### config.mk
export PLATFORM = sky130hd
export DESIGN_NAME = link_mode_sequencer
export DESIGN_NICKNAME = d
export VERILOG_FILES = /design/src/rtl/link_seq_pkg.sv /design/src/rtl/link_mode_sequencer_meter.sv /design/src/rtl/link_mode_sequencer.sv
export SDC_FILE = /design/constraint.sdc
export NUM_CORES = 1
export LEC_CHECK = 0
export ABC_AREA = 1
export CAP_MARGIN = 15
export CORE_AREA = 3 3 63 76
export CTS_CLUSTER_SIZE = 30
export DETAILED_ROUTE_END_ITERATION = 6
export DIE_AREA = 0 0 66 79
export DONT_BUFFER_PORTS = 1
export PLACE_DENSITY = 0.68
export SLEW_MARGIN = 15
export SYNTH_ARGS = -nofsm -noshare
export SYNTH_HDL_FRONTEND = slang
export SYNTH_SLANG_ARGS = --single-unit
### constraint.sdc
create_clock -name clk_32M768 -period 2.6 [get_ports clk_32M768]
set_input_delay 0.26 -clock clk_32M768 [delete_from_list [all_inputs] [get_ports clk_32M768]]
set_output_delay 0.26 -clock clk_32M768 [all_outputs]
set_load 0.1 [all_outputs]
### src/rtl/link_seq_pkg.sv
// Shared types and helpers for the PSK link mode sequencer: state encoding,
// mode constants, request validation and error magnitude.
package link_seq_pkg;

    typedef enum logic [2:0] {
        ST_RESET   = 3'd0,
        ST_SETTLE  = 3'd1,
        ST_ACQUIRE = 3'd2,
        ST_LOCKED  = 3'd3,
        ST_FAIL    = 3'd4
    } link_state_t;

    localparam logic [3:0] MODE_BPSK = 4'b0001;
    localparam logic [3:0] MODE_QPSK = 4'b0010;
    localparam logic [3:0] MODE_MIX  = 4'b0100;

    // Only the defined one-hot modes are accepted; anything else is dropped.
    function automatic logic is_onehot_mode(input logic [3:0] mode);
        return (mode == MODE_BPSK) || (mode == MODE_QPSK) || (mode == MODE_MIX);
    endfunction

    // Two's-complement magnitude; the most negative code saturates to max positive.
    function automatic logic [15:0] abs_sat16(input logic [15:0] value);
        logic [15:0] mag;
        if (value == 16'h8000) begin
            mag = 16'h7FFF;
        end else if (value[15]) begin
            mag = 16'h0000 - value;
        end else begin
            mag = value;
        end
        return mag;
    endfunction

endpackage

### src/rtl/link_mode_sequencer_meter.sv
// Lock-window meter: counts symbol ticks per window and how many of them had a
// valid, small-enough phase error. Window totals are presented on the closing tick.
module lock_window_meter
    import link_seq_pkg::*;
#(
    parameter int          LOCK_WINDOW    = 256,
    parameter logic [15:0] LOCK_THRESHOLD = 16'd512
) (
    input  logic                         clk,
    input  logic                         rst,
    input  logic                         clr,
    input  logic                         tick,
    input  logic                         rx_valid,
    input  logic [15:0]                  error_tdata,
    output logic                         win_done,
    output logic [$clog2(LOCK_WINDOW):0] good_cnt
);

    localparam int TW = $clog2(LOCK_WINDOW);
    localparam logic [TW-1:0] LAST_TICK = TW'(LOCK_WINDOW - 1);

    logic [TW-1:0] tick_cnt_r;
    logic [TW:0]   acc_r;
    logic          good_s;
    logic          last_s;

    assign good_s   = tick & rx_valid & (abs_sat16(error_tdata) < LOCK_THRESHOLD);
    assign last_s   = (tick_cnt_r == LAST_TICK);
    // Total includes the closing tick so the FSM can decide in the same cycle.
    assign good_cnt = acc_r + {{TW{1'b0}}, good_s};
    assign win_done = tick & last_s & ~clr;

    // Tick position and good-tick accumulator; windows restart back to back.
    always_ff @(posedge clk) begin
        if (rst || clr) begin
            tick_cnt_r <= {TW{1'b0}};
            acc_r      <= {(TW + 1){1'b0}};
        end else if (tick) begin
            if (last_s) begin
                tick_cnt_r <= {TW{1'b0}};
                acc_r      <= {(TW + 1){1'b0}};
            end else begin
                tick_cnt_r <= tick_cnt_r + TW'(1'b1);
                acc_r      <= good_cnt;
            end
        end
    end

endmodule

### src/rtl/link_mode_sequencer.sv
// Link-level controller: owns MODE_CTRL and the datapath reset, sequences every
// mode change through reset, settle and lock acquisition, and reports lock/fail.
module link_mode_sequencer
    import link_seq_pkg::*;
#(
    parameter int          SETTLE_TICKS   = 64,
    parameter int          LOCK_WINDOW    = 256,
    parameter logic [15:0] LOCK_THRESHOLD = 16'd512,
    parameter int          MAX_RETRY      = 3,
    parameter int          RST_HOLD       = 16
) (
    input  logic        clk_32M768,
    input  logic        rst_32M768,
    input  logic        clk_1M024,
    input  logic [3:0]  mode_req,
    input  logic        mode_req_vld,
    output logic        mode_req_rdy,
    input  logic        rx_valid,
    input  logic [15:0] error_tdata,
    output logic [3:0]  MODE_CTRL,
    output logic        rst_n_datapath,
    output logic        link_locked,
    output logic        link_fail,
    output logic [2:0]  state_dbg
);

    localparam int GW = $clog2(LOCK_WINDOW) + 1;
    localparam int HW = $clog2(RST_HOLD + 1);
    localparam int SW = $clog2(SETTLE_TICKS + 1);
    localparam int RW = $clog2(MAX_RETRY + 1);
    localparam logic [GW-1:0] PASS_LVL    = GW'(LOCK_WINDOW - LOCK_WINDOW / 8);
    localparam logic [GW-1:0] KEEP_LVL    = GW'(LOCK_WINDOW / 2);
    localparam logic [HW-1:0] HOLD_LAST   = HW'(RST_HOLD - 1);
    localparam logic [SW-1:0] SETTLE_LAST = SW'(SETTLE_TICKS - 1);
    localparam logic [RW-1:0] RETRY_MAX   = RW'(MAX_RETRY);

    link_state_t   state_r, state_n_s;
    logic [HW-1:0] hold_cnt_r, hold_cnt_n_s;
    logic [SW-1:0] settle_cnt_r, settle_cnt_n_s;
    logic [RW-1:0] retry_r, retry_n_s;
    logic [3:0]    mode_r, mode_n_s;
    logic          clk_div_d_r, tick_r;
    logic          rst_n_dp_r, locked_r, fail_r, rdy_r;
    logic          take_req_s, win_done_s, meter_clr_s;
    logic [GW-1:0] good_cnt_s;

    // A valid mode request restarts the link, discarding any coincident tick.
    assign take_req_s  = mode_req_vld & rdy_r & is_onehot_mode(mode_req);
    assign meter_clr_s = ~((state_r == ST_ACQUIRE) | (state_r == ST_LOCKED)) | take_req_s;

    assign MODE_CTRL      = mode_r;
    assign rst_n_datapath = rst_n_dp_r;
    assign link_locked    = locked_r;
    assign link_fail      = fail_r;
    assign mode_req_rdy   = rdy_r;
    assign state_dbg      = state_r;

    // Symbol tick: registered rising-edge detect of the divided clock level.
    always_ff @(posedge clk_32M768) begin
        if (rst_32M768) begin
            clk_div_d_r <= 1'b0;
            tick_r      <= 1'b0;
        end else begin
            clk_div_d_r <= clk_1M024;
            tick_r      <= clk_1M024 & ~clk_div_d_r;
        end
    end

    lock_window_meter #(
        .LOCK_WINDOW    (LOCK_WINDOW),
        .LOCK_THRESHOLD (LOCK_THRESHOLD)
    ) u_meter (
        .clk         (clk_32M768),
        .rst         (rst_32M768),
        .clr         (meter_clr_s),
        .tick        (tick_r),
        .rx_valid    (rx_valid),
        .error_tdata (error_tdata),
        .win_done    (win_done_s),
        .good_cnt    (good_cnt_s)
    );

    // Next-state, counter and mode decisions.
    always_comb begin
        state_n_s      = state_r;
        hold_cnt_n_s   = {HW{1'b0}};
        settle_cnt_n_s = {SW{1'b0}};
        retry_n_s      = retry_r;
        mode_n_s       = mode_r;
        case (state_r)
            ST_RESET: begin
                if (hold_cnt_r == HOLD_LAST) begin
                    state_n_s = ST_SETTLE;
                end else begin
                    hold_cnt_n_s = hold_cnt_r + HW'(1'b1);
                end
            end
            ST_SETTLE: begin
                if (tick_r && (settle_cnt_r == SETTLE_LAST)) begin
                    state_n_s = ST_ACQUIRE;
                end else if (tick_r) begin
                    settle_cnt_n_s = settle_cnt_r + SW'(1'b1);
                end else begin
                    settle_cnt_n_s = settle_cnt_r;
                end
            end
            ST_ACQUIRE: begin
                if (win_done_s && (good_cnt_s >= PASS_LVL)) begin
                    state_n_s = ST_LOCKED;
                    retry_n_s = {RW{1'b0}};
                end else if (win_done_s) begin
                    retry_n_s = retry_r + RW'(1'b1);
                    state_n_s = ((retry_r + RW'(1'b1)) == RETRY_MAX) ? ST_FAIL : ST_RESET;
                end else begin
                    state_n_s = ST_ACQUIRE;
                end
            end
            ST_LOCKED: begin
                if (take_req_s) begin
                    state_n_s = ST_RESET;
                    mode_n_s  = mode_req;
                    retry_n_s = {RW{1'b0}};
                end else if (win_done_s && (good_cnt_s < KEEP_LVL)) begin
                    state_n_s = ST_RESET;
                    retry_n_s = {RW{1'b0}};
                end else begin
                    state_n_s = ST_LOCKED;
                end
            end
            ST_FAIL: begin
                if (take_req_s) begin
                    state_n_s = ST_RESET;
                    mode_n_s  = mode_req;
                    retry_n_s = {RW{1'b0}};
                end else begin
                    state_n_s = ST_FAIL;
                end
            end
            default: begin
                state_n_s = ST_RESET;
            end
        endcase
    end

    // State, counters and registered outputs; outputs follow the next state.
    always_ff @(posedge clk_32M768) begin
        if (rst_32M768) begin
            state_r      <= ST_RESET;
            hold_cnt_r   <= {HW{1'b0}};
            settle_cnt_r <= {SW{1'b0}};
            retry_r      <= {RW{1'b0}};
            mode_r       <= MODE_BPSK;
            rst_n_dp_r   <= 1'b0;
            locked_r     <= 1'b0;
            fail_r       <= 1'b0;
            rdy_r        <= 1'b0;
        end else begin
            state_r      <= state_n_s;
            hold_cnt_r   <= hold_cnt_n_s;
            settle_cnt_r <= settle_cnt_n_s;
            retry_r      <= retry_n_s;
            mode_r       <= mode_n_s;
            rst_n_dp_r   <= (state_n_s != ST_RESET);
            locked_r     <= (state_n_s == ST_LOCKED);
            fail_r       <= (state_n_s == ST_FAIL);
            rdy_r        <= (state_n_s == ST_LOCKED) || (state_n_s == ST_FAIL);
        end
    end

endmodule
======== Yosys cells after proc, flatten, opt, wreduce, memory -nomap -nowiden ========
Cells that the tools add are included.
cells by class
  $add $sub $neg .......................... 6
  magnitude comparators ................... 3
  equality and inequality tests ........... 17
  mux-type cells .......................... 19
  bitwise operators ....................... 14
  reduce and logical (&&, ||, !) cells .... 15
operators by type and width
  cell                     number
  $mux W16                 2
  $mux W3                  6
  $eq A16 B16 Y1 const B   1
  $lt A16 B10 Y1 const B   1
  $sub A1 B16 Y16 const A  1
  $pmux W3 S5              1
  $mux W2                  7
  $add A9 B1 Y9            1
  $eq A3 B2 Y1 const B     3
  $ge A9 B8 Y1 const B     1
  $lt A9 B8 Y1 const B     1
  $mux W9                  1
  $add A8 B1 Y8 const B    1
  $eq A8 B8 Y1 const B     1
  $mux W8                  1
  $add A7 B1 Y7 const B    1
  $and A1 B1 Y1            7
  $eq A7 B6 Y1 const B     1
  $eq A3 B3 Y1 const B     2
  $ne A3 B2 Y1 const B     2
  $pmux W2 S3              1
  $reduce_bool A3 Y1       2
  $reduce_or A3 Y1         2
  $add A5 B1 Y5 const B    1
  other kinds (16)         26
storage, ports and cells
  register bits ........................... 44
  input port bits ......................... 25
  output and inout port bits .............. 11
  word-level logic and storage cells ...... 87

======== Longest topological paths before layout ========
Gate-level depths: netlist (run 1).
  word-level depth ........................ 13
  depth in mapped cells ................... 18
  gate-level depth less buffers ........... 18

======== Modules after synthesis ========
Synthesis (run 1) repeated with hierarchy kept, for this count alone.
unflattened totals
  cell total of the unflattened synthesis .. 336
  area total of the unflattened synthesis .. 2334.7 µm²
by module, submodules not included
  module               times used  cells an instance  area each (µm²)  seq. area each (µm²)
  link_mode_sequencer  1           169                1248.7           540.5
  lock_window_meter    1           167                1086.0           340.3

======== Least setup slack after synthesis (run 1) ========
OpenSTA, ideal clock, no wires.
  path type ............................... input port to flip-flop
  start ................................... in error_tdata[12]
  end ..................................... reg rst_n_dp_r, in the netlist rst_n_datapath
  setup time .............................. 0.120 ns
  arrival time ............................ 1.927 ns
  required time ........................... 2.480 ns
  slack ................................... 0.553 ns
  cell stages on the path ................. 15
  buffers on the path ..................... 0
  path through ............................ inv_1 -> nor4_1 -> nand4_1 -> a21oi_1 -> ha_1 -> ha_1 -> inv_1 -> nor2_2 -> nand3_1 -> nand2_2 -> nand3_2 -> a21oi_1 -> nand2_1 -> nand2_1 -> nand3_1
between the ends
  longest elaborated chain between the ends .. 12
  elaborated cells on any way between the ends .. 16
  those cells by class .................... 2 x add/sub; 3 x order compare; 1 x eq/ne; 6 x mux; 1 x bitwise; 3 x reduce/logical
RTL lines
  element                 RTL line                         text
  start, declared         link_mode_sequencer.sv:19        input logic [15:0] error_tdata,
  $sub A1 B16 Y16         link_seq_pkg.sv:28               mag = 16'h0000 - value;
  $mux W16                link_seq_pkg.sv:27               end else if (value[15]) begin
  $mux W16 (*)            link_seq_pkg.sv:25               if (value == 16'h8000) begin
  $lt A16 B10 Y1 (*)      link_mode_sequencer_meter.sv:27  assign good_s = tick & rx_valid & (abs_sat16(error_tdata) < LOCK_THRESHOLD);
  $and A1 B1 Y1 (*)       link_mode_sequencer_meter.sv:27
  $add A9 B1 Y9 (*)       link_mode_sequencer_meter.sv:30  assign good_cnt = acc_r + {{TW{1'b0}}, good_s};
  $lt A9 B8 Y1            link_mode_sequencer.sv:123       end else if (win_done_s && (good_cnt_s < KEEP_LVL)) begin
  $logic_and A1 B1 Y1     link_mode_sequencer.sv:123
  $mux W2                 link_mode_sequencer.sv:123
  $mux W2                 link_mode_sequencer.sv:119       if (take_req_s) begin
  $pmux W3 S5 (*)         link_mode_sequencer.sv:90        case (state_r)
  $reduce_bool A3 Y1 (*)  link_mode_sequencer.sv:163       rst_n_dp_r <= (state_n_s != ST_RESET);
  end signal, assigned    link_mode_sequencer.sv:163
  end, declared           link_mode_sequencer.sv:43        logic rst_n_dp_r, locked_r, fail_r, rdy_r;
Mark *: on every way between the ends. The rest lies on a longest branch, timed or not.
A chain may end at the register's enable or synchronous reset.

======== Worst setup path after layout (run 1) ========
  start ................................... reg tick_r
  end ..................................... reg rst_n_dp_r, in the netlist rst_n_datapath
between the ends
  longest elaborated chain between the ends .. 9
  elaborated cells on any way between the ends .. 17
  those cells by class .................... 1 x add/sub; 2 x order compare; 6 x mux; 4 x bitwise; 4 x reduce/logical
RTL lines
  element                      RTL line                         text
  start, declared              link_mode_sequencer.sv:42        logic clk_div_d_r, tick_r;
  start signal, assigned       link_mode_sequencer.sv:65        tick_r <= clk_1M024 & ~clk_div_d_r;
  $and A1 B1 Y1 (2 in series)  link_mode_sequencer_meter.sv:27
  $add A9 B1 Y9                link_mode_sequencer_meter.sv:30
  $lt A9 B8 Y1                 link_mode_sequencer.sv:123
  $logic_and A1 B1 Y1          link_mode_sequencer.sv:123
  $mux W2                      link_mode_sequencer.sv:123
  $mux W2                      link_mode_sequencer.sv:119
  $pmux W3 S5 (*)              link_mode_sequencer.sv:90
  $reduce_bool A3 Y1 (*)       link_mode_sequencer.sv:163
Marks and branches as above.

==> metrics.yaml, run 1 <==
outcome:
  status: "finished clean"
grt:
  grt_pass1_vias: 1798
  grt_remaining_overflow: 0
  grt_use_total_pct: 18.0
  grt_pass1_wl_um: 7470
  grt_max_degree: 15
  antenna_found_initial: 0
logic_synthesis:
  syn-num-nets: 337
  syn_avg_cell_area_um2: 7.29
  synth-async-reset-ratio_pct: 0
  synth.most_common_cell: "nand2_1"
  yosys_warnings: 0
  ys_seq_area_share_pct: 39.6
  synth_cell_types: 34
  yosysTopAreaCellShare_pct: 39.6
  synth_top_area_cell: "dfxtp_1"
  synth_edf_count: 0
  synth_area_leaders: "dfxtp_1 40%, nand2_1 11%, nor2_1 6.2%"
  synth_area_mm2: 0.00222
  synth_commonest_cells: "68 x nand2_1, 44 x dfxtp_1, 37 x nor2_1, 36 x inv_1, 21 x nand3_1"
  synthCells: 305
  synth_seq_cells: 44
  synth_flop_cell: "dfxtp_1"
sta:
  fin_skew_ns: 0.00653
  worst_pin_slew_ns: 0.964
  rsz0062_at_grt: "false"
  slew_headroom_pct: 35.6
  fin_setup_tns_ns: 0
  hold_viol_final: 0
  finalSetupViolations: 0
  drv_slew: 0
  fin_crit_ns: 2.03
  clock.fmax_ghz: 0.492
  setup_slack_ns: 0.569
  post-route-period-util_pct: 78.1
  hold-worst-slack_ns: 0.0309
clocking:
  clockRootBuffer: "clkbuf_8"
  cts_tree: "built"
  clk_latency_ns: 0.30
  postCtsSetupBuffers: 0
  cts.repair.resized: 0
  clkSinkCount: 44
  clockBufferDepth: 2
  numCtsBuffers: 5
  cts_max_level: 2
  path_clk_slew_ns: 0.08
placement:
  hpwl_um: 3070
  placed_cells: 361
  gp_congestion: 0.789
  dp_slack_ns: 0.277
  numPortBuffers: 0
  place_area_mm2: 0.00231
worst_setup_path:
  cp-start-kind: "flip-flop"
  ff2ff_path_depth: 13
  r2r_end: "rst_n_datapath"
  cp_max_fo: 4
  cp.arrival_ns: 2.21
  critPathCaptureType: "flip-flop"
  crit_required_ns: 2.78
  reg2reg_from: "tick_r"
  critPathKind: "flip-flop to flip-flop"
  r2r_slack_ns: 0.57
detailed_routing:
  routed_wl_um: 4080
  drc: 0
  wl_per_cell_um: 11.0
  vias: 1860
  ant_nets: 0
  dr.pass1.iters: 6
  via_per_inst: 5.03
  drtIter0Drc: 83
power_and_ir_drop:
  p_total_mw: 1.23
  leakage_nw: 0.982
  power.density_mw_per_mm2: 507
  ir_drop_v: 0.000345
min_path:
  hold_end: "settle_cnt_r[6]"
  hold_path_class: "input port to flip-flop"
  worstHoldStart: "rst_32M768"
  holdPathStages: 1
die:
  die_x_um: 66
  dieArea_mm2: 0.00521
  rows: 25
  ios: 36
  core_mm2: 0.00404
  chipHeight_um: 79
  initial_utilization_pct: 55.1
finish:
  final_cells: 370
  syn2layout_area_growth_pct: 9.45
  register_area_um2: 881
  antenna_cells: 0
  fillers: 376
  stdcell_area_mm2: 0.00243
  fin_nets: 347
  drive_above_1_share_pct: 12.7
  utilization_pct: 60.3
  multi_input_area_mm2: 0.00115
job:
  maxCapViolations: 0
state kept, by name, summed over array words and instances (netlist names):
| signal | flops |
|---|---|
| MODE_CTRL | 4 |
| clk_div_d_r | 1 |
| hold_cnt_r | 5 |
| link_fail | 1 |
| link_locked | 1 |
| mode_req_rdy | 1 |
| retry_r | 2 |
| rst_n_datapath | 1 |
| settle_cnt_r | 7 |
| state_dbg | 3 |
| tick_r | 1 |
| u_meter.acc_r | 9 |
| u_meter.tick_cnt_r | 8 |
layer usage:
metal / track usage, % / vias up / routed length [um]
met5: 0 / - / 0
met4: 6.71 / 0 / 65
met3: 4.81 / 7 / 227
met2: 31.9 / 38 / 1980
met1: 20.4 / 818 / 1800
li1: - / 997 / -
how the worst max path moves through the flow:
| stage | from | endpoint | slack (ns) |
|---|---|---|---|
| final | tick_r | rst_n_datapath | 0.57 |
| after global routing | tick_r | mode_req_rdy | 0.36 |
| after CTS | tick_r | rst_n_datapath | 0.56 |
| after detailed placement | error_tdata[12] | mode_req_rdy | 0.28 |
| after global placement | error_tdata[12] | rst_n_datapath | 0.38 |
| after floorplan | error_tdata[12] | rst_n_datapath | 0.55 |
what timing repair did:
| item | CTS | global route |
|---|---|---|
| setup endpoints to repair | 0 | 0 |
| hold buffers | 0 | 1 |
| hold endpoints to repair | 0 | 1 |
area by class of cell:
cell class | count | area share, %
clock inverters | 3 | 1.75
multi-input cells | 213 | 47.1
well taps | 54 | 2.77
clock buffers | 5 | 2.83
repair buffers | 8 | 2.57
inverters | 43 | 6.83
flip-flops and latches | 44 | 36.2
cells in the final DEF, fill, tap and decap left out, drive strengths merged, types with 2 or more instances in the layout:
| cell | netlist | layout |
|---|---|---|
| a22oi | 2 | 2 |
| xnor2 | 4 | 4 |
| inv | 41 | 41 |
| nand2 | 74 | 74 |
| buf | 4 | 7 |
| nor2 | 44 | 44 |
| nor3 | 8 | 8 |
| xor2 | 3 | 3 |
| clkinv | 2 | 3 |
| nand4 | 6 | 6 |
| nor3b | 4 | 4 |
| ha | 7 | 7 |
| clkbuf | 1 | 5 |
| a21oi | 18 | 18 |
| dfxtp | 44 | 44 |
| o21ai | 6 | 6 |
| o211ai | 3 | 3 |
| nand3 | 26 | 26 |
| nor4 | 3 | 3 |
where the power goes:
| part | total, mW | switching (mW) | leakage, nW | internal [mW] |
|---|---|---|---|---|
| Sequential | 0.682 | 0.00313 | 0.355 | 0.679 |
| Clock | 0.518 | 0.234 | 0.0541 | 0.284 |
| Combinational | 0.0347 | 0.0227 | 0.573 | 0.0120 |
| Total | 1.23 | 0.260 | 0.982 | 0.975 |
critical path, stage by stage (launching register included):
cell and delay (ns):
dfxtp_1 0.34, o211ai_1 0.09, a21oi_1 0.13, ha_1 0.21, ha_1 0.22, inv_1 0.08
nor2_2 0.12, nand3_1 0.11, nand2_2 0.13, nand3_2 0.10, a21oi_1 0.13, nand2_1 0.09
nand2_1 0.08, nand3_1 0.08
cell families after synthesis:
family | after synthesis | synth area share (%)
AO/OA/AOI/OAI | 32 | 8.10
XOR/XNOR | 7 | 2.76
adder cells (fa/ha/maj) | 7 | 3.94
buffers and inverters | 48 | 8.89
flip-flops | 44 | 39.6
AND/OR/NAND/NOR | 167 | 36.7
(Power assumes the default switching activity.)
==> inputs of run 2 (changes only) <==
Clock period 2.6 ns to 2 ns, I/O delays scaled along.
==> metrics.yaml, run 2 (synthesis gave the netlist of run 1 again) <==
finish:
  drive_above_1_share_pct: 20.4  # was 12.7%
  layout_commonest_cell: "nand2_1"  # unchanged
  layout_common_cells: "60 x nand2_1, 43 x dfxtp_1, 36 x nor2_1"  # was 68 x nand2_1, 44 x dfxtp_1, 37 x nor2_1
  largest-register: "u_meter.acc_r"  # unchanged
  largest_reg_flops: 9  # unchanged
  reg_top3: "u_meter.acc_r (9), u_meter.tick_cnt_r (8), settle_cnt_r (7)"  # unchanged
  fin_nets: 355  # was 347
  syn2layout_area_growth_pct: 18.3  # was 9.45%
  antenna_cells: 0  # unchanged
detailed_routing:
  dr.pass1.iters: 4  # was 6
  wl_per_cell_um: 11.4  # was 11.0 um
  via_per_inst: 5.12  # was 5.03
  drtIter0Drc: 76  # was 83
  drc: 0  # unchanged
  vias: 1934  # was 1,860
  ant_nets: 0  # unchanged
  routed_wl_um: 4320  # was 4080 um
worst_setup_path:
  critPathCaptureType: "flip-flop"  # unchanged
  path_delay_family: "simple AND/OR/NAND/NOR gates"  # unchanged
  crit_path_top_delay_cell: "dfxtp_2"  # was dfxtp_1
  cp.arrival_ns: 2.11  # was 2.21 ns
  cp_max_fo: 3  # was 4
  cp-start-kind: "flip-flop"  # unchanged
  crit_top_cell: "nand2_1"
  r2r_slack_ns: 0.08  # was 0.57 ns
  cp_cell_sequence: "o211ai_1 -> a21oi_1 -> ha_2 -> ha_4 -> nand2_2 -> nor2_4 -> nand2_1 -> nand2_1 -> nand2_1 -> nand3_2 -> nand2_2 -> nand3_1 -> nand2_1 -> nand3_1 -> nand2_1"  # was o211ai_1 -> a21oi_1 -> ha_1 -> ha_1 -> inv_1 -> nor2_2 -> nand3_1 -> nand2_2 -> nand3_2 -> a21oi_1 -> nand2_1 -> nand2_1 -> nand3_1
  slowest_delay_ns: 0.33  # was 0.34 ns
  cp.buffers_inverters: 0  # was 1
  crit_required_ns: 2.19  # was 2.78 ns
  critPathKind: "flip-flop to flip-flop"  # unchanged
power_and_ir_drop:
  ir_drop_v: 0.000628  # was 0.000345 V
  p_total_mw: 1.86  # was 1.23 mW
  power.density_mw_per_mm2: 708  # was 507 mW/mm^2
  leakage_nw: 1.05  # was 0.982 nW
die:
  dieArea_mm2: 0.00521  # unchanged
  chipHeight_um: 79  # unchanged
  die_x_um: 66  # unchanged
  rows: 25  # unchanged
  core_mm2: 0.00404  # unchanged
  ios: 36  # unchanged
  initial_utilization_pct: 55.1  # unchanged
sta:
  slew_headroom_pct: 73.6  # was 35.6%
  finalSetupViolations: 0  # unchanged
  fin_skew_ns: 0.00628  # was 0.00653 ns
  worst_pin_slew_ns: 0.396  # was 0.964 ns
  post-route-period-util_pct: 96.2  # was 78.1%
  drv_slew: 0  # unchanged
  hold_viol_final: 0  # unchanged
  clock.fmax_ghz: 0.520  # was 0.492 GHz
  fin_crit_ns: 1.92  # was 2.03 ns
  fin_setup_tns_ns: 0  # unchanged
  rsz0062_at_grt: "true"  # was false
job:
  maxCapViolations: 0  # unchanged
clocking:
  clk_latency_ns: 0.30  # about the same
  numCtsBuffers: 5  # unchanged
  cts_tree: "built"  # unchanged
  path_clk_slew_ns: 0.08  # about the same
  clockRootBuffer: "clkbuf_8"  # unchanged
  clkSinkCount: 44  # unchanged
  clockBufferDepth: 2  # unchanged
  cts_max_level: 2  # unchanged
min_path:
  hold_path_class: "input port to flip-flop"  # unchanged
grt:
  grt_pass1_wl_um: 7570  # was 7470 um
  grt_use_total_pct: 18.2  # was 18.0%
  antenna_found_initial: 0  # unchanged
  grt_remaining_overflow: 0  # unchanged
  grt_max_degree: 15  # unchanged
  grt_pass1_vias: 1872  # was 1,798
placement:
  hpwl_um: 3110  # was 3070 um
  gp_congestion: 0.787  # was 0.789
  numPortBuffers: 0  # unchanged
outcome:
  status: "finished clean"  # unchanged
## run 2: cell types whose count changed in the layout (fill, tap and decap cells not counted), sizes merged
| cell | previous run | this run |
|---|---|---|
| buf | 7 | 15 |
| bufinv | 1 | 3 |
| clkinv | 3 | 2 |
| clkinvlp | 1 | 0 |
## run 2: per-layer routing
layer | track usage, % | vias up | share of wire (%)
met5 | 0 | - | 0
met4 | 7.93 | 0 | 1.2
met3 | 3.68 | 5 | 4.4
met2 | 32.4 | 30 | 49
met1 | 20.6 | 876 | 45
li1 | - | 1023 | -
## run 2: power breakdown
group,internal [mW],leakage (nW),switching [mW]
registers,0.883,0.356,0.00391
logic,0.0171,0.613,0.0314
clock network,0.624,0.0784,0.304
total,1.52,1.05,0.340
## run 2: worst paths after layout
| kind | startpoint | to | cells past startpoint |
|---|---|---|---|
| setup / recovery | tick_r | mode_req_rdy | 15 |
| hold / removal | clk_1M024 | clk_div_d_r | 2 |
| setup reg to reg | tick_r | mode_req_rdy | 15 |
| hold reg to reg | clk_div_d_r | tick_r | 1 |
## run 2: repair_timing
action	4_1_cts	5_1_grt
endpoints found under the hold margin	3	0
pin swaps	1	14
hold buffers	1	0
buffers inserted	0	1
gates cloned	0	0
gates resized for setup	2	22
endpoints found under the setup margin	3	9
## run 2: area by class of cell
class                           count  area, um^2
Clock buffer                        5        68.8
Clock inverter                      3        90.1
Fill cell                         349        1400
Inverter                           43         166
Multi-Input combinational cell    213        1230
Sequential cell                    44         882
Tap cell                           54        67.6
Timing Repair Buffer               16         123
## run 2: metrics by stage
stage / instance area (um^2) / hold WS, ns / cells / setup slack (ns) / util, %
floorplan: 2220 / 0.272 / 305 / 0.000164 / -
detailed placement: 2370 / 0.281 / 368 / -0.237 / 58.6
global placement: 2370 / 0.274 / 368 / -0.161 / 58.6
finish: 2630 / 0.0291 / 378 / 0.0761 / 65.2
CTS: 2540 / 0.0187 / 377 / 0.00863 / 62.9
global route: 2630 / 0.0463 / 378 / -0.0908 / 65.2
==> inputs of run 3 (changes only) <==
Settings changed: CORE_AREA 3 3 63 76 to 3 3 60 73, DIE_AREA 0 0 66 79 to 0 0 63 76, PLACE_DENSITY 0.68 to 0.74.
Clock period 2 ns to 2.1 ns, I/O delays scaled along.
==> metrics.yaml, run 3 (synthesis gave the netlist of run 1 again) <==
outcome:
  status: "finished clean"  # unchanged
min_path:
  hold_path_class: "input port to flip-flop"  # unchanged
die:
  core_mm2: 0.00369  # was 0.00404 mm^2
  chipHeight_um: 76  # was 79 um
  rows: 24  # was 25
  initial_utilization_pct: 60.2  # was 55.1%
  ios: 36  # unchanged
  die_x_um: 63  # was 66 um
  dieArea_mm2: 0.00479  # was 0.00521 mm^2
placement:
  hpwl_um: 3160  # was 3110 um
  numPortBuffers: 0  # unchanged
  gp_congestion: 0.822  # was 0.787
detailed_routing:
  ant_nets: 0  # unchanged
  drc: 0  # unchanged
  via_per_inst: 5.16  # was 5.12
  drtIter0Drc: 43  # was 76
  routed_wl_um: 4270  # was 4320 um
  vias: 1947  # was 1,934
  wl_per_cell_um: 11.3  # was 11.4 um
  dr.pass1.iters: 4  # unchanged
worst_setup_path:
  crit_start: "tick_r"  # unchanged
  cp.arrival_ns: 2.10  # was 2.11 ns
  crit_path_top_delay_cell: "dfxtp_2"  # unchanged
  crit_required_ns: 2.30  # was 2.19 ns
  cp-start-kind: "flip-flop"  # unchanged
  cp.buffers_inverters: 1  # was 0
  reg2reg_from: "tick_r"  # unchanged
  r2r_slack_ns: 0.20  # was 0.08 ns
  path_delay_family: "simple AND/OR/NAND/NOR gates"  # unchanged
  cp.depth: 13  # was 15
  crit_end: "retry_r[1]"  # was mode_req_rdy
  cp_max_fo: 4  # was 3
  critPathCaptureType: "flip-flop"  # unchanged
  ff2ff_path_depth: 13  # was 15
  slowest_delay_ns: 0.33  # about the same
  critPathKind: "flip-flop to flip-flop"  # unchanged
  cp_cell_sequence: "o211ai_1 -> a21oi_1 -> ha_2 -> ha_4 -> inv_1 -> nor2_2 -> nand3_1 -> nand2_2 -> nand3_2 -> nand2_1 -> nand3_2 -> a21oi_1 -> nor2_1"  # was o211ai_1 -> a21oi_1 -> ha_2 -> ha_4 -> nand2_2 -> nor2_4 -> nand2_1 -> nand2_1 -> nand2_1 -> nand3_2 -> nand2_2 -> nand3_1 -> nand2_1 -> nand3_1 -> nand2_1
  r2r_end: "retry_r[1]"  # was mode_req_rdy
clocking:
  clockRootBuffer: "clkbuf_8"  # unchanged
  path_clk_slew_ns: 0.09  # was 0.08 ns
  clk_latency_ns: 0.30  # about the same
  cts_max_level: 2  # unchanged
  clockBufferDepth: 2  # unchanged
  clkSinkCount: 44  # unchanged
  cts_tree: "built"  # unchanged
  numCtsBuffers: 5  # unchanged
sta:
  hold-worst-slack_ns: 0.0271  # was 0.0291 ns
  post-route-period-util_pct: 90.5  # was 96.2%
  rsz0062_at_grt: "false"  # was true
  drv_slew: 0  # unchanged
  finalSetupViolations: 0  # unchanged
  hold_viol_final: 0  # unchanged
  fin_skew_ns: 0.00298  # was 0.00628 ns
  worst_pin_slew_ns: 0.566  # was 0.396 ns
  slew_headroom_pct: 62.2  # was 73.6%
  clock.fmax_ghz: 0.526  # was 0.520 GHz
  fin_crit_ns: 1.90  # was 1.92 ns
grt:
  grt_max_degree: 16  # was 15
  antenna_found_initial: 0  # unchanged
  grt_pass1_wl_um: 7480  # was 7570 um
  grt_remaining_overflow: 0  # unchanged
  grt_use_total_pct: 18.9  # was 18.2%
  grt_pass1_vias: 1832  # was 1,872
power_and_ir_drop:
  leakage_nw: 1.02  # was 1.05 nW
  ir_drop_v: 0.000374  # was 0.000628 V
  p_total_mw: 1.55  # was 1.86 mW
  power.density_mw_per_mm2: 614  # was 708 mW/mm^2
finish:
  layout_commonest_cell: "nand2_1"  # unchanged
  reg_top3: "u_meter.acc_r (9), u_meter.tick_cnt_r (8), settle_cnt_r (7)"  # unchanged
  largest_reg_flops: 9  # unchanged
  antenna_cells: 0  # unchanged
  fillers: 337  # was 349
  drive_above_1_share_pct: 16.9  # was 20.4%
  syn2layout_area_growth_pct: 13.7  # was 18.3%
  fin_nets: 356  # was 355
  largest-register: "u_meter.acc_r"  # unchanged
  layout_common_cells: "67 x nand2_1, 43 x dfxtp_1, 36 x inv_1, 36 x nor2_1, 21 x nand3_1"  # was 60 x nand2_1, 43 x dfxtp_1, 36 x nor2_1
job:
  maxCapViolations: 0  # unchanged
## run 3: layout make-up
class	instances	area, um^2	share of cell area, %
Multi-Input combinational cell	213	1170	46.3
Sequential cell	44	882	34.9
Inverter	43	166	6.58
Timing Repair Buffer	17	130	5.15
Clock buffer	5	68.8	2.72
Tap cell	52	65.1	2.57
Clock inverter	3	46.3	1.83
## run 3: power by group
part | total (mW) | internal [mW] | leakage (nW) | switching, mW
logic | 0.0451 | 0.0162 | 0.612 | 0.0289
clock network | 0.663 | 0.358 | 0.0548 | 0.305
registers | 0.845 | 0.841 | 0.356 | 0.00380
## run 3: worst min-delay path by stage
stage	slack [ns]	endpoint	from	cells after the start
after detailed placement	0.29	clk_div_d_r	rst_32M768	1
after global placement	0.28	clk_div_d_r	rst_32M768	1
after CTS	0.03	clk_div_d_r	clk_1M024	2
after floorplan	0.28	clk_div_d_r	rst_32M768	1
after global routing	0.04	clk_div_d_r	clk_1M024	2
final	0.03	clk_div_d_r	clk_1M024	2
## run 3: timing repair
item,in CTS,in global routing
endpoints found under the setup margin,0,6
hold endpoints to repair,3,0
setup buffers,0,2
gates resized for setup,0,7
hold buffers,1,0
## run 3: routing by layer
| metal | global-route usage, % | routed length [um] |
|---|---|---|
| met2 | 34.4 | 2170 |
| met4 | 7.95 | 78 |
| met5 | 0 | 0 |
| met3 | 3.54 | 201 |
| met1 | 21.1 | 1820 |
## run 3: metrics by stage
stage	setup slack, ns	std cells	area, um^2	util [%]	TNS [ns]
floorplan	0.100	305	2220	-	0
global placement	-0.0586	366	2360	64.0	-0.295
detailed placement	-0.0867	366	2360	64.0	-0.472
CTS	0.137	375	2490	67.4	0
global route	0.0126	377	2530	68.5	0
finish	0.199	377	2530	68.5	0
